===== config.mk =====
export PLATFORM = sky130hd
export DESIGN_NAME = register_file
export DESIGN_NICKNAME = d
export VERILOG_FILES = /design/src/rtl/register_file.sv
export SDC_FILE = /design/constraint.sdc
export NUM_CORES = 2
export LEC_CHECK = 0
export CAP_MARGIN = 20
export CORE_ASPECT_RATIO = 0.75
export CORE_UTILIZATION = 40
export DETAILED_ROUTE_END_ITERATION = 10
export PLACE_DENSITY = 0.56
export SYNTH_ARGS = -nofsm -noshare
export SYNTH_HDL_FRONTEND = slang
export SYNTH_SLANG_ARGS = --single-unit

===== constraint.sdc =====
create_clock -name clk -period 38.5 [get_ports clk]
set_input_delay 7.7 -clock clk [delete_from_list [all_inputs] [get_ports clk]]
set_output_delay 7.7 -clock clk [all_outputs]
set_load 0.05 [all_outputs]

===== src/rtl/register_file.sv =====
// register_file: 2**A x N register file with two registered read ports and one
// synchronous write port. Register 0 is hardwired to zero.
// Optional write-through bypass: define REGFILE_BYPASS_EN so that a read that
// collides with a same-edge write to the same (nonzero) address captures the
// new write data instead of the stale array contents.
module register_file #(
    parameter int unsigned N = 32,
    parameter int unsigned A = 5
) (
    input  logic         clk,
    input  logic         rst,
    input  logic [A-1:0] rd_addr0,
    input  logic [A-1:0] rd_addr1,
    output logic [N-1:0] rd_data0,
    output logic [N-1:0] rd_data1,
    input  logic         wr_ena,
    input  logic [A-1:0] wr_addr,
    input  logic [N-1:0] wr_data
);

    localparam int unsigned DEPTH = 2 ** A;

    logic [N-1:0] regs [DEPTH];
    logic         wr_live;
    logic [N-1:0] rd_next0;
    logic [N-1:0] rd_next1;

    // A write only lands when enabled and not aimed at the zero register
    assign wr_live = wr_ena && (wr_addr != '0);

    // Storage array: cleared asynchronously, entry 0 never written
    always_ff @(posedge clk or posedge rst) begin
        if (rst) begin
            for (int unsigned i = 0; i < DEPTH; i++) begin
                regs[A'(i)] <= '0;
            end
        end else if (wr_live) begin
            regs[wr_addr] <= wr_data;
        end
    end

    // Next read values: array lookup, optional bypass, address 0 forced to zero
    always_comb begin
        rd_next0 = regs[rd_addr0];
        rd_next1 = regs[rd_addr1];
`ifdef REGFILE_BYPASS_EN
        if (wr_live && (wr_addr == rd_addr0)) begin
            rd_next0 = wr_data;
        end
        if (wr_live && (wr_addr == rd_addr1)) begin
            rd_next1 = wr_data;
        end
`endif
        if (rd_addr0 == '0) begin
            rd_next0 = '0;
        end
        if (rd_addr1 == '0) begin
            rd_next1 = '0;
        end
    end

    // Read data flops: outputs carry no combinational path from inputs
    always_ff @(posedge clk or posedge rst) begin
        if (rst) begin
            rd_data0 <= '0;
            rd_data1 <= '0;
        end else begin
            rd_data0 <= rd_next0;
            rd_data1 <= rd_next1;
        end
    end

endmodule


==> summary.md <==
| Metric | Value |
|---|---|
| Run status | `complete, no violations` |
| Final net count | `between 3k and 4k` |
| Die Span Y | `around 330 µm` |
| Power Total | `0.00331 W` |
| Share of cells above drive strength 1 | `between 40 and 50%` |
| CP Buf/Inv Count | `3` |
| Actual slew at the worst max-slew pin | `about 1.2 ns` |
| Arrival time worst endpoint | `roughly 11 ns` |
| Most frequent cells in the layout | `1088 x dfrtp_1, 1020 x mux2_2, 448 x mux4_2, 128 x mux2i_1, 119 x clkbuf_16` |
| Critical Path Max Stage Delay | `about 0.87 ns` |
| Initial antenna violation count | `5` |
| Max-slew headroom | `approximately 22%` |
| Syn Area/Cell | `between 15 and 20 µm²` |
| Post-Place Setup Slack | `26.96 ns` |
| Grt total ovfl | `0` |
| Type of origin of the critical path | `input port` |
| Synth warnings | `0` |
| Port bufs | `~110` |
| Internal power | `0.00239 W` |
| DPL Wire Length | `around 100000 µm` |
| Critical path class | `in -> reg` |
| Root Buffer | `clkbuf_16` |
| Via-to-Cell Ratio | `6.33` |
| Post-Route WL | `between 150000 and 200000 µm` |
| CTS tree | `yes` |
| Final slew viol count | `0` |
| Cell breakdown of the critical path | `buf_8, buf_4, buf_4, mux4_2, a22oi_1, a311oi_1` |
| CP Capture Type | `flip-flop` |
| Post-CTS setup buffer count | `0` |
| Mapped Cells | `around 3.7k` |
| Crit-path most repeated cell | `buf_4` |
| LEAKAGE | `26.5 nW` |
| Data required, critical path | `39.05 ns` |
| Initial DRC Count | `~3.2k` |
| Syn nets | `roughly 3.7k` |
| Placer Congestion | `0.759` |
| Number of global-route vias before repair | `about 36k` |
| Slowest-stage cell, CP | `buf_4` |
| Final Cycle Share | `27.8%` |
| Crit path max-delay family | `buffers and inverters` |
| WL/cell | `about 34 µm` |
| # Max-Cap Violations | `0` |
| Syn Std Cell Area | `between 50000 and 60000 µm²` |
| Max Clock Freq | `0.0934 GHz` |
| Total CTS buffers | `111` |
| ANT nets after route | `0` |
| Router iterations before antenna repair | `8` |
| Pin count of the biggest net entering global routing | `approximately 140` |
| Worst skew pair latency | `between 0.7 and 0.8 ns` |
| Area of placed instances | `around 58000 µm²` |
| Min Tclk post-route | `around 11 ns` |
| # IOs | `114` |
| Post-route setup TNS | `0 ns` |
| Final worst slack | `between 20 and 30 ns` |
| Die width | `around 440 µm` |
| First-pass GRT wire length | `272000 µm` |
| Top_reg_cell synth | `dfrtp_1` |
| Combinational power share | `between 15 and 20%` |
| Switching fraction of total power | `27.8%` |
| Die area | `roughly 140000 µm²` |
| Post-cts repair resize count | `0` |
| Hold Path Class | `reg -> reg` |
| NetSw | `between 0.0009 and 0.001 W` |
| Post-synthesis register bit count | `1088` |
| All-Layer GR Usage | `between 20% and 30%` |
| Fin. Hold Viols | `0` |
| Syn-to-layout area delta | `10.5%` |
| Cell area after layout | `around 63000 µm²` |
| Vias | `around 35k` |
| Initial Util | `between 40% and 50%` |
| CTS max path bufs | `3` |
| Post-synth EDFFs | `0` |
| Sequential share of the synthesized area | `about half` |
| Unrepaired setup endpoints after global routing | `no` |
| Register share of total power | `45.9%` |
| Clock Power Share | `34.1%` |
| Power density over the cells | `52.9 nW/µm²` |
| Setup violators final | `0` |
| Clock Sinks | `1088` |
| Final core occ | `~45%` |
| Hold-fix buffers at CTS | `0` |
| Most common cell after layout, fill and taps aside | `dfrtp_1` |
| Row Count | `119` |
| Crit path max fanout | `68` |
| Fraction of registers with async set/reset | `between 90% and 100%` |
| Remaining DRCs | `0` |
| Core outline area | `roughly 140000 µm²` |
| Maximum vdd ir drop | `~0.036 mV` |
| Setup Skew | `0.0176 ns` |
| Htree depth | `3` |
| Reg clk slew, reported paths | `0.06 ns` |
| Synth unique cells | `40` |
==> sequential cells by signal, indices dropped and copies added, names as in the netlist <==
register  count
rd_data0     32
regs       1024
rd_data1     32
==> cells by family after synthesis <==
family | count (synthesis) | synth area share [%]
muxes | 1632 | 41.1
DFF | 1088 | 48.1
AOI/OAI and AO/OA | 369 | 4.68
buffers and inverters | 428 | 4.50
and+or+nand+nor | 160 | 1.57
==> cell usage after synthesis, types with 2 or more instances <==
cell type / instances / area (µm²)
and2_1: 2 / 12.5
nand2_1: 46 / 173
a311oi_1: 64 / 561
a22oi_1: 64 / 480
o21ai_0: 7 / 35.0
nor2_2: 9 / 56.3
mux4_2: 448 / 10100
dfrtp_1: 1088 / 27200
buf_4: 58 / 435
nand3_1: 2 / 10.0
nand2b_1: 2 / 12.5
nor2b_1: 66 / 413
clkbuf_1: 178 / 668
a211oi_1: 64 / 480
nand3b_1: 4 / 30.0
buf_1: 2 / 7.51
or4_4: 2 / 22.5
o2111ai_1: 15 / 131
buf_6: 74 / 833
mux2_1: 36 / 405
inv_2: 2 / 7.51
nor2_1: 14 / 52.6
o21ai_1: 106 / 531
a221oi_1: 49 / 429
buf_2: 110 / 551
mux2i_1: 128 / 1280
mux2_2: 1020 / 11500
nor3b_1: 4 / 30.0
or2_1: 2 / 12.5
==> final timing paths <==
check                             from            to  slack, ns  cells past startpoint
setup / recovery           rd_addr0[2]   rd_data0[1]      27.79                      6
hold / removal              regs[1008]    regs[1008]       0.39                      0
setup reg to reg             regs[919]  rd_data1[23]      36.54                      4
hold reg to reg             regs[1008]    regs[1008]       0.39                      0
max in group asynchronous          rst     regs[630]      27.93                      5
min in group asynchronous          rst     regs[944]       7.50                      2
==> metrics by stage <==
step,std cells,hold slack (ns)
finish,5539,0.392
global route,5538,0.409
CTS,5523,0.397
detailed placement,5323,0.383
global placement,5317,0.378
floorplan,3677,0.441
==> final cells by class <==
class | instances | area [µm²]
fill | 12485 | 77900
multi-input combinational | 2161 | 27000
clock buffer | 162 | 3280
sequential | 1088 | 27200
clock inverter | 38 | 432
timing repair buffer | 210 | 2180
antenna | 2 | 5.00
inverter | 3 | 23.8
tap | 1875 | 2350
==> power by group through the flow <==
stage / clock [W] / sequential (W) / combinational (W)
2_1_floorplan: 0 / 0.00151 / 0.000493
3_3_place_gp: 0 / 0.00153 / 0.000646
3_5_place_dp: 0 / 0.00153 / 0.000657
4_1_cts: 0.00115 / 0.00151 / 0.000659
5_1_grt: 0.00119 / 0.00155 / 0.000704
6_report: 0.00113 / 0.00152 / 0.000659
==> metal layers <==
| layer | global-route usage (%) | part of all wire, % | wire length (µm) |
|---|---|---|---|
| met1 | 38.4 | 45 | 84600 |
| met2 | 40.2 | 46 | 85300 |
| met3 | 4.76 | 6.3 | 11800 |
| met4 | 7.52 | 2.9 | 5520 |
| met5 | 0 | 0 | 0 |
==> worst reg2reg max path, cell delays in order (launching register included) <==
cell and delay, ns:
dfrtp_1 0.40, mux4_2 0.48, nor2b_1 0.14, a211oi_1 0.44, a311oi_1 0.23
Note: power is estimated with default switching activity, not from simulation.
